==> config.mk <==
export PLATFORM = sky130hd
export DESIGN_NAME = systolic_feeder
export DESIGN_NICKNAME = d
export VERILOG_FILES = /design/src/rtl/systolic_pkg.sv /design/src/rtl/matrix_regfile.sv /design/src/rtl/systolic_feeder.sv
export SDC_FILE = /design/constraint.sdc
export NUM_CORES = 1
export LEC_CHECK = 0
export BUFFER_PORTS_ARGS = -buffer_cell sky130_fd_sc_hd__buf_2
export CORE_ASPECT_RATIO = 1.75
export CORE_MARGIN = 4
export CORE_UTILIZATION = 60
export CTS_CLUSTER_SIZE = 8
export DETAILED_ROUTE_END_ITERATION = 12
export PLACE_DENSITY = 0.81
export RECOVER_POWER = 25
export SETUP_SLACK_MARGIN = 0.15
export SYNTH_ARGS = -nofsm -noshare
export SYNTH_HDL_FRONTEND = slang
export SYNTH_SLANG_ARGS = --single-unit
==> constraint.sdc <==
create_clock -name clk -period 4.1 [get_ports clk]
set_input_delay 0 -clock clk [delete_from_list [all_inputs] [get_ports clk]]
set_output_delay 0 -clock clk [all_outputs]
set_load 0.005 [all_outputs]
==> src/rtl/systolic_pkg.sv <==
// Shared definitions for the systolic operand feeder: array geometry,
// stream length, matrix-select encodings and the sequencer states.
package systolic_pkg;

    localparam int N          = 3;
    localparam int STREAM_LEN = 5;

    localparam logic SEL_A = 1'b0;
    localparam logic SEL_B = 1'b1;

    typedef enum logic [2:0] {
        ST_IDLE,
        ST_CLR,
        ST_STREAM,
        ST_DRAIN,
        ST_DONE
    } state_t;

endpackage

==> src/rtl/matrix_regfile.sv <==
// One 3x3 operand matrix held in registers, written one element at a time
// by row-major index; indices beyond the last element are dropped.
module matrix_regfile
    import systolic_pkg::*;
#(
    parameter int DW = 8
) (
    input  logic                  clk,
    input  logic                  reset,
    input  logic                  wr_en,
    input  logic [3:0]            wr_addr,
    input  logic [DW-1:0]         wr_data,
    output logic [N*N*DW-1:0]     q
);

    logic [DW-1:0] mem [N*N];

    // NOTE: this storage is plain flops, not a RAM macro, so it can and must
    // take the async reset; a RAM-style array would have to be left unreset.
    always_ff @(posedge clk or negedge reset) begin
        if (!reset) begin
            for (int e = 0; e < N*N; e++) mem[e] <= '0;
        end else if (wr_en) begin
            for (int e = 0; e < N*N; e++) begin
                if (wr_addr == 4'(e)) mem[e] <= wr_data;
            end
        end
    end

    always_comb begin
        q = '0;
        for (int e = 0; e < N*N; e++) q[e*DW +: DW] = mem[e];
    end

endmodule

==> src/rtl/systolic_feeder.sv <==
// Streams two stored 3x3 matrices into a 3x3 systolic array with the usual
// diagonal skew: one clear cycle, five operand steps, a zero drain, then done.
module systolic_feeder
    import systolic_pkg::*;
#(
    parameter int DW    = 8,
    parameter int DRAIN = 4
) (
    input  logic          clk,
    input  logic          reset,
    input  logic          wr_en,
    input  logic          wr_sel,
    input  logic [3:0]    wr_addr,
    input  logic [DW-1:0] wr_data,
    input  logic          start,
    output logic          busy,
    output logic          done,
    output logic          array_clr,
    output logic [DW-1:0] a1,
    output logic [DW-1:0] a2,
    output logic [DW-1:0] a3,
    output logic [DW-1:0] b1,
    output logic [DW-1:0] b2,
    output logic [DW-1:0] b3
);

    localparam int             DCW       = (DRAIN > 0) ? $clog2(DRAIN + 1) : 1;
    localparam logic [2:0]     STEP_LAST = 3'(STREAM_LEN - 1);
    localparam logic [DCW-1:0] DCNT_LAST = (DRAIN > 0) ? DCW'(DRAIN - 1) : '0;

    state_t         state, state_n;
    logic [2:0]     step, step_n;
    logic [DCW-1:0] dcnt, dcnt_n;

    logic           busy_n, done_n, clr_n;
    logic [DW-1:0]  a_n [N];
    logic [DW-1:0]  b_n [N];
    logic [DW-1:0]  a_q [N];
    logic [DW-1:0]  b_q [N];
    logic [2:0]     diff;

    logic [N*N*DW-1:0] a_flat, b_flat;
    logic [DW-1:0]     a_mat [N][N];
    logic [DW-1:0]     b_mat [N][N];

    logic we_a, we_b;

    // Busy is registered, so a write landing with start in IDLE still commits.
    assign we_a = wr_en && !busy && (wr_sel == SEL_A);
    assign we_b = wr_en && !busy && (wr_sel == SEL_B);

    matrix_regfile #(.DW(DW)) u_mat_a (
        .clk     (clk),
        .reset   (reset),
        .wr_en   (we_a),
        .wr_addr (wr_addr),
        .wr_data (wr_data),
        .q       (a_flat)
    );

    matrix_regfile #(.DW(DW)) u_mat_b (
        .clk     (clk),
        .reset   (reset),
        .wr_en   (we_b),
        .wr_addr (wr_addr),
        .wr_data (wr_data),
        .q       (b_flat)
    );

    always_comb begin
        for (int r = 0; r < N; r++) begin
            for (int c = 0; c < N; c++) begin
                a_mat[r][c] = a_flat[(r*N + c)*DW +: DW];
                b_mat[r][c] = b_flat[(r*N + c)*DW +: DW];
            end
        end
    end

    // NOTE: state and output registers use non-blocking assignments so every
    // flop samples pre-edge values regardless of process ordering.
    always_ff @(posedge clk or negedge reset) begin
        if (!reset) begin
            state <= ST_IDLE;
            step  <= '0;
            dcnt  <= '0;
        end else begin
            state <= state_n;
            step  <= step_n;
            dcnt  <= dcnt_n;
        end
    end

    // NOTE: every signal is given a default before the case, so no path
    // leaves one unassigned and no latch is inferred.
    always_comb begin
        state_n = state;
        step_n  = step;
        dcnt_n  = dcnt;
        diff    = '0;

        unique case (state)
            ST_IDLE: begin
                step_n = '0;
                dcnt_n = '0;
                if (start) state_n = ST_CLR;
            end
            ST_CLR: begin
                step_n  = '0;
                state_n = ST_STREAM;
            end
            ST_STREAM: begin
                if (step == STEP_LAST) begin
                    dcnt_n  = '0;
                    state_n = (DRAIN > 0) ? ST_DRAIN : ST_DONE;
                end else begin
                    step_n = step + 3'd1;
                end
            end
            ST_DRAIN: begin
                if (dcnt == DCNT_LAST) state_n = ST_DONE;
                else                   dcnt_n  = dcnt + 1'b1;
            end
            ST_DONE: state_n = ST_IDLE;
            default: state_n = ST_IDLE;
        endcase

        // Outputs are decoded from the next state so the registers line up
        // with the cycle the state is actually in.
        busy_n = (state_n == ST_CLR) || (state_n == ST_STREAM) || (state_n == ST_DRAIN);
        done_n = (state_n == ST_DONE);
        clr_n  = (state_n == ST_CLR);

        for (int i = 0; i < N; i++) begin
            a_n[i] = '0;
            b_n[i] = '0;
        end
        if (state_n == ST_STREAM) begin
            for (int i = 0; i < N; i++) begin
                diff = step_n - 3'(i);
                if (step_n >= 3'(i) && diff < 3'(N)) begin
                    a_n[i] = a_mat[i][diff[1:0]];
                    b_n[i] = b_mat[diff[1:0]][i];
                end
            end
        end
    end

    always_ff @(posedge clk or negedge reset) begin
        if (!reset) begin
            busy      <= 1'b0;
            done      <= 1'b0;
            array_clr <= 1'b0;
            for (int i = 0; i < N; i++) begin
                a_q[i] <= '0;
                b_q[i] <= '0;
            end
        end else begin
            busy      <= busy_n;
            done      <= done_n;
            array_clr <= clr_n;
            for (int i = 0; i < N; i++) begin
                a_q[i] <= a_n[i];
                b_q[i] <= b_n[i];
            end
        end
    end

    assign a1 = a_q[0];
    assign a2 = a_q[1];
    assign a3 = a_q[2];
    assign b1 = b_q[0];
    assign b2 = b_q[1];
    assign b3 = b_q[2];

endmodule

Word-level counts from Yosys, hierarchy flattened
Cells that the tools add are included.
{"block": "classes", "bitwise": 4, "n_mux": 35, "n_eq_ne": 19, "addsub": 4, "n_lt_le_gt_ge": 9, "reduce_logical": 32}
{"operator": "binary-select mux 24 bit (select 2 bit)", "count": 3}
{"operator": "two-way mux 8 bit", "count": 14}
{"operator": "two-way mux 24 bit", "count": 4}
{"operator": "binary-select mux 8 bit (select 2 bit)", "count": 3}
{"operator": "AND reduction 2 bit", "count": 18}
{"operator": "two-way mux 16 bit", "count": 2}
{"operator": "two-way mux 3 bit", "count": 6}
{"operator": "== test 4 x 3 -> 1 bit, second input constant", "count": 4}
{"operator": "== test 3 x 2 -> 1 bit, second input constant", "count": 5}
{"operator": "one-hot mux 3 bit (4 select lines)", "count": 1}
{"operator": ">= comparator 3 bit, second input constant", "count": 3}
{"operator": "less-than comparator 3 x 2 -> 1 bit, second input constant", "count": 3}
{"operator": "inverter 2 -> 3 bit", "count": 3}
{"operator": "one-hot mux 3 bit (3 select lines)", "count": 1}
{"operator": "== test 4 x 2 -> 1 bit, second input constant", "count": 2}
{"operator": "adder 3 x 1 -> 3 bit, second input constant", "count": 2}
{"operator": "== test 3 x 1 -> 1 bit, second input constant", "count": 2}
{"operator": "== test 3 bit, second input constant", "count": 2}
{"operator": ">= comparator 3 x 1 -> 1 bit, second input constant", "count": 2}
{"operator": "logical AND 1 bit", "count": 6}
{"operator": "one-hot mux 3 bit (2 select lines)", "count": 1}
{"operator": "== test 4 x 1 -> 1 bit, second input constant", "count": 1}
{"operator": "== test 4 bit, second input constant", "count": 1}
{"operator": "logical NOT 4 bit", "count": 1}
{"operator": "11 further kinds", "count": 13}
{"block": "totals", "wordCells": 133, "register_bits": 204, "out_inout_bits": 51}

Depth between registers and ports, before layout
Gate-level depths: netlist of the first run.
{"block": "depth", "ltp_word": 10, "depth_mapped": 15}

Cells and area by module
From an unflattened synthesis of the first run, not the netlist that was laid out.
{"block": "hier_totals", "cells_unflattened": 739, "area_unflattened_um2": 9265.1}
{"module": "matrix_regfile", "seq_area_each_um2": 1801.7, "n_inst": 2, "cells_per_inst": 161, "area_per_inst_um2": 2796.4}
{"module": "systolic_feeder", "seq_area_each_um2": 1501.4, "n_inst": 1, "cells_per_inst": 417, "area_per_inst_um2": 3672.3}

Worst setup path before layout of the first run
OpenSTA, ideal clock, no wires.
{"block": "synth_timing", "path_kind": "reg2reg", "start": "reg step[0]", "end": "reg a_q, in the netlist a2[5]", "path_stages_with_launch": 13, "arrival_ns": 2.951, "path_buffers": 4, "slack_ns": 1.069, "setup_ns": 0.080, "cell_sequence": "dfrtp_1 -> inv_1 -> ha_1 -> a21o_1 -> or3_1 -> nand2_1 -> buf_2 -> buf_1 -> ha_1 -> clkbuf_1 -> a2111o_1 -> buf_6 -> nor3_2"}
{"item": "start, declared", "line": "systolic_feeder.sv:32", "text": "logic [2:0] step, step_n;"}
{"item": "start signal, assigned", "line": "systolic_feeder.sv:88", "text": "step <= step_n;"}
{"item": "end signal, assigned by index", "line": "systolic_feeder.sv:162", "text": "a_q[i] <= a_n[i];"}
{"item": "end, declared", "line": "systolic_feeder.sv:38", "text": "logic [DW-1:0] a_q [N];"}

==> results of run 1 <==
## what timing repair did
item | in CTS | in global routing
hold buffers | 2 | 0
setup endpoints to repair | 0 | 3
gates resized for setup | 0 | 1
hold endpoints to repair | 113 | 0
## layer usage
layer / vias up / routed length [um] / part of all wire [%] / global-route usage, %
met5: - / 0 / 0 / 0
met4: 0 / 641 / 3.2 / 9.33
met3: 49 / 1010 / 5.0 / 4.45
met2: 170 / 10800 / 53 / 43.7
met1: 2958 / 7720 / 38 / 29.7
li1: 2534 / - / - / -
## power by group
part	internal [mW]	switching [mW]
logic	0.773	1.66
registers	2.33	0.198
clock network	1.29	0.776
total	4.39	2.64
## state kept, by name (all words and copies together), names as in the netlist
name,count
busy,1
a2,8
u_mat_a.q,72
b2,8
u_mat_b.q,72
b1,8
a1,8
a3,8
state,3
array_clr,1
dcnt,3
b3,8
step,3
done,1
## layout by cell type (no fill, tap or decap), types with 5 or more instances in the layout
| cell | n |
|---|---|
| nand2_1 | 81 |
| mux2_2 | 160 |
| clkbuf_16 | 29 |
| dfrtp_1 | 204 |
| buf_4 | 8 |
| mux2i_1 | 16 |
| and2_1 | 17 |
| ha_1 | 11 |
| buf_2 | 65 |
| inv_1 | 8 |
| a31oi_1 | 16 |
| nor2_1 | 7 |
| a21oi_1 | 18 |
| a22oi_1 | 16 |
| nor3_2 | 10 |
| nor2b_1 | 6 |
| o2bb2ai_1 | 16 |
| nor3b_1 | 5 |
| nor3_1 | 8 |
| o21ai_0 | 5 |
## worst min-delay path by stage
| stage | to | slack, ps | cells after the start |
|---|---|---|---|
| after floorplan | a1[0]$_DFF_PN0_ | -300 | 0 |
| after global placement | a2[7]$_DFF_PN0_ | 160 | 1 |
| after detailed placement | b2[2]$_DFF_PN0_ | 180 | 1 |
| after CTS | u_mat_a.q[47]$_DFFE_PN0P_ | 20 | 2 |
| after global routing | u_mat_a.q[31]$_DFFE_PN0P_ | 60 | 2 |
| final | u_mat_a.q[47]$_DFFE_PN0P_ | 60 | 2 |
## per-stage QoR
| stage | setup slack (ps) | power [mW] | utilization, % | cell area (sq um) |
|---|---|---|---|---|
| 2_1_floorplan | 1070 | 4.29 | - | 8830 |
| 3_5_place_dp | 318 | 4.91 | 64.3 | 9290 |
| 4_1_cts | 309 | 7.00 | 69.7 | 10100 |
| 3_3_place_gp | 555 | 4.77 | 64.3 | 9290 |
| 6_report | 253 | 7.03 | 69.7 | 10100 |
| 5_1_grt | 107 | 7.37 | 69.7 | 10100 |
## area by class of cell
class | instances | area [sq um]
timing repair inverter | 1 | 5.00
sequential | 204 | 5100
timing repair buffer | 77 | 414
clock buffer | 29 | 726
multi-input combinational | 426 | 3510
fill | 971 | 4380
tap | 180 | 225
clock inverter | 1 | 30.0
inverter | 11 | 45.0
## kinds of logic (layout without fill, tap and decap cells)
| family | after synthesis | count (layout) | share of synthesized area [%] |
|---|---|---|---|
| AND/OR/NAND/NOR | 153 | 153 | 9.01 |
| flip-flops | 204 | 204 | 57.8 |
| multiplexers | 176 | 176 | 22.2 |
| buffers and inverters | 50 | 119 | 2.46 |
| adder cells (fa/ha/maj) | 11 | 11 | 1.56 |
| AO/OA/AOI/OAI | 86 | 86 | 6.97 |
## worst max-delay path: cells and delay by family (launching register included)
family / cells / cell delay (ps)
buffers and inverters: 3 / 1060
DFF: 1 / 390
and+or+nand+nor: 3 / 260
adders and majority gates: 2 / 950
AOI/OAI and AO/OA: 2 / 1040
==> out/results.txt, run 1 <==
CTS sink count - 204
Initial antenna violation count - 0
Dpl hpwl - 12.8 mm
Count leader, synth - dfrtp_1
Synth warn - 0
Commonest cells in the netlist - dfrtp_1 (204), mux2_2 (160), nand2_1 (81)
Pin count of the biggest net entering global routing - 114
Setup violations, final - 0
Status - finished, violations left
Area growth syn-to-layout - 13.9%
Final std cells w/o fill - 929
Asr flop ratio synth - 100%
Initial Util - 61.2%
Post-synth EDFFs - 0
WL/cell - 21.7 um
Fmax - 260 MHz
Post-route ant nets - 0
Distinct cell type count after synthesis - 46
Reg2reg end - a2[7]$_DFF_PN0_
Max-Cap Viols - 1
CORE AREA - 14400 sq um
Clock skew - 9.73 ps
Standard-cell row count - 58
Fraction of layout cells with a size suffix above 1 - 38.7%
Lkg Pwr - 5.01 nW
Worst path slowest cell - clkinvlp_2
Clk slew on worst S/H paths - 50 ps
Final Hold Fails - 0
RR Startpoint - step[0]$_DFF_PN0_
Worst Path Arrival - 4210 ps
Worst R2R Path Depth - 10
Cell taking the most area after synthesis - dfrtp_1
CTS buffer count - 29
Crit-path cells - inv_1 > ha_1 > nand2_1 > a21o_1 > nand2_1 > buf_4 > ha_1 > clkinvlp_2 > a31oi_1 > nor3_2
Worst IR Drop VDD - 516 uV
Final GP Congestion - 0.833
Area share of the largest cell type after synthesis - 57.8%
ANT cells - 0
Hold Crit Class - primary input to register
Post-CTS Setup Bufs - 0
Slew headroom - -78.4%
Worst path max stage delay - 750 ps
Root buf cell - clkbuf_16
CP required - 4470 ps
Failing checks - max-capacitance violations, max-slew violations
Placed Cells - 896
Fin crit share - 93.8%
Ys flop type - dfrtp_1
Worst skew pair latency - 510 ps
Vias in the first global route - 6292
Final WL - 20.1 mm
Cell count after synthesis - 680
Sequential share of the synthesized area - 57.8%
Drt drc - 0
CTS tree - done
Post-synth net total - 708
Port-buffer cells - 67
Min-delay src - wr_data[7]
Die area - 16800 sq um
Die Ht - 169 um
GR Util All Layers - 24.7%
Tmin final - 3850 ps
Worst Tran Pin Value - 2680 ps
GRT Residual Overflow - 0
Crit. End Element - register
Nets - 778
Die Wd - 99.7 um
Buffer levels on the longest clock path - 3
Starting DRT DRC Count - 308
#FFs+latches synth - 204
Vias per cell - 6.15
First-pass DRT Iterations - 4
First-pass GRT wire length - 33.0 mm
Slew Viols, Final - 114
CTS HTree Levels - 1
Largest cells by area after synthesis - dfrtp_1 (58%), mux2_2 (20%), nand2_1 (3.4%)
CP endpoint - a2[7]$_DFF_PN0_
Startpoint types - register
Hold slack - 58.7 ps
Crit Path Category - register to register
RSZ-0062 raised after global routing - yes
Average size of a mapped cell - 13.0 sq um
Worst R2R Setup Slack - 250 ps
Via count - 5711
# IOs - 68
Netlist Area Pre-Place - 8830 sq um
Cell Pwr Density - 699 nW/um^2
Crit path max fanout - 21
Final setup TNS - 0 ps
CP startpoint - step[0]$_DFF_PN0_
(Power assumes the default switching activity.)
==> inputs of run 2 (changes only) <==
--- a/config.mk
+++ b/config.mk
@@ -8,10 +8,10 @@
 export BUFFER_PORTS_ARGS = -buffer_cell sky130_fd_sc_hd__buf_2
 export CORE_ASPECT_RATIO = 1.75
 export CORE_MARGIN = 4
-export CORE_UTILIZATION = 60
+export CORE_UTILIZATION = 45
 export CTS_CLUSTER_SIZE = 8
 export DETAILED_ROUTE_END_ITERATION = 12
-export PLACE_DENSITY = 0.81
+export PLACE_DENSITY = 0.64
 export RECOVER_POWER = 25
 export SETUP_SLACK_MARGIN = 0.15
 export SYNTH_ARGS = -nofsm -noshare
==> run 2 against run 1 <==
Compared with the run above:
- the run still ends with max-capacitance violations, max-slew violations left
- fmax is 11% higher
- routed wire length fell by 3.3%
- combinational power shrank 2%
- sequential share of layout area shrank 0.25 points
- critical endpoint is now a2[1]$_DFF_PN0_
- clock power is essentially flat
==> out/results.txt, run 2 (synthesis gave the netlist of run 1 again) <==
Flop pwr share - 36.3%
CP endpoint - a2[1]$_DFF_PN0_
CORE AREA - 19200 sq um
CP Depth - 12
CTS HTree Levels - 1
Final GP Congestion - 0.799
Vias per cell - 5.60
Root buf cell - clkbuf_16
Crit-path cells - inv_1 > ha_1 > a21o_1 > or3_1 > buf_4 > nand2_1 > buf_4 > inv_2 > ha_1 > o21a_1 > a2111o_1 > nor3_1
Crit path max fanout - 20
RSZ-0062 raised after global routing - no
# IOs - 68
Port-buffer cells - 67
GRT Residual Overflow - 0
Fmax - 287 MHz
Crit. End Element - register
Initial antenna violation count - 0
Nets - 778
CP startpoint - step[0]$_DFF_PN0_
Final WL - 19.5 mm
Most frequent cells in the layout - dfrtp_1 (204), mux2_2 (160), nand2_1 (81), buf_2 (35), clkbuf_1 (31)
Combinational share of power - 34.1%
Most common cell after layout, fill and taps aside - dfrtp_1
Delay-heaviest family, CP - compound AO/OA/AOI/OAI gates
Post-route ant nets - 0
Die Ht - 193 um
Area growth syn-to-layout - 14.5%
M1 GR Usage - 22.5%
Worst R2R Path Depth - 12
Final setup TNS - 0 ps
CTS tree - done
Die Wd - 114 um
Hold Crit Class - primary input to register
Min-delay src - wr_data[7]
Initial Util - 46.0%
GR Util All Layers - 18.2%
Met3 Use GR - 2.94%
WL/cell - 19.7 um
Slew Viols, Final - 125
Setup violations, final - 0
Slew headroom - -106%
Buffers & Inverters on Critical Path - 4
Drt drc - 0
Crit Path Category - register to register
Switching Fraction - 36.4%
Lkg Pwr - 4.89 nW
Clock skew - 10.1 ps
Cell Int Power - 4.41 mW
CP required - 4510 ps
Pin count of the biggest net entering global routing - 126
Worst path max stage delay - 620 ps
Clk pwr share - 29.6%
Tmin final - 3480 ps
Hold slack - 49.6 ps
Worst R2R Setup Slack - 620 ps
First-pass GRT wire length - 32.4 mm
Failing checks - max-capacitance violations, max-slew violations
Starting DRT DRC Count - 176
Layout fillers - 1640
CTS sink count - 204
Post-CTS Setup Bufs - 0
Cell Pwr Density - 687 nW/um^2
Worst skew pair latency - 520 ps
Vias in the first global route - 5950
Fraction of layout cells with a size suffix above 1 - 34.6%
First-pass DRT Iterations - 4
Worst Path Arrival - 3890 ps
Startpoint types - register
CTS buffer count - 29
Final Hold Fails - 0
Die area - 22000 sq um
Status - finished, violations left
Reg2reg end - a2[1]$_DFF_PN0_
Standard-cell row count - 67
Most used routing layer - met2
Clk slew on worst S/H paths - 50 ps
Buffer levels on the longest clock path - 3
M2 GR Usage - 32.6%
RR Startpoint - step[0]$_DFF_PN0_
Fin crit share - 84.9%
Worst IR Drop VDD - 503 uV
Via count - 5545
Net Sw Power - 2.53 mW
Dpl hpwl - 12.8 mm
Max-Cap Viols - 1
ANT cells - 0
Worst path slowest cell - a2111o_1
Worst Tran Pin Value - 3090 ps
## run 2: cell count changes in the layout (fill, tap and decap cells not counted)
cell,before,now
inv_1,8,9
buf_2,65,35
clkinvlp_4,1,0
buf_12,0,1
clkinvlp_2,1,0
clkbuf_1,1,31
## run 2: routing by layer
metal	routed length, um	vias up
li1	-	2540
met1	7690	2867
met2	10600	102
met3	774	36
met4	452	0
met5	0	-
## run 2: per-stage QoR
| stage | cells | worst slack [ps] | cell area, sq um | total power [mW] | util [%] |
|---|---|---|---|---|---|
| after floorplan | 680 | 1070 | 8830 | 4.29 | - |
| after CTS | 990 | 632 | 10200 | 7.03 | 52.9 |
| after global routing | 990 | 413 | 10100 | 7.37 | 52.7 |
| after detailed placement | 958 | 660 | 9380 | 4.94 | 48.9 |
| after global placement | 958 | 850 | 9380 | 4.85 | 48.9 |
| final | 990 | 619 | 10100 | 6.94 | 52.7 |
## run 2: area by class of cell
class | instances | area, sq um | area share [%]
Sequential cell | 204 | 5100 | 50.5
Clock inverter | 1 | 30.0 | 0.297
Tap cell | 241 | 302 | 2.98
Multi-Input combinational cell | 426 | 3510 | 34.7
Clock buffer | 29 | 726 | 7.18
Inverter | 11 | 41.3 | 0.408
Timing Repair Buffer | 78 | 397 | 3.92
## run 2: how the worst min path moves through the flow
stage / end / depth (start not counted) / slack, ps
2_1_floorplan: a1[0]$_DFF_PN0_ / 0 / -300
3_3_place_gp: b2[2]$_DFF_PN0_ / 1 / 210
3_5_place_dp: b2[2]$_DFF_PN0_ / 1 / 240
4_1_cts: u_mat_a.q[7]$_DFFE_PN0P_ / 2 / 30
5_1_grt: u_mat_a.q[23]$_DFFE_PN0P_ / 2 / 40
6_report: u_mat_b.q[7]$_DFFE_PN0P_ / 2 / 50
## run 2: power groups by stage
stage,logic (mW),clock network [mW],registers (mW)
4_1_cts,2.41,2.10,2.52
2_1_floorplan,1.81,0,2.48
5_1_grt,2.61,2.20,2.56
6_report,2.37,2.05,2.52
3_5_place_dp,2.39,0,2.55
3_3_place_gp,2.33,0,2.52
## run 2: repair_timing
| item | CTS | global route |
|---|---|---|
| endpoints found under the hold margin | 126 | 0 |
| hold buffers | 2 | 0 |
| resized for setup | 0 | 0 |
## run 2: worst register-to-register path: cells and delay by family (launching register included)
family                     cells  cell delay (ps)
buffers and inverters          4              780
DFF                            1              390
AOI/OAI and AO/OA              3              920
and+or+nand+nor                3              810
adders and majority gates      2              470
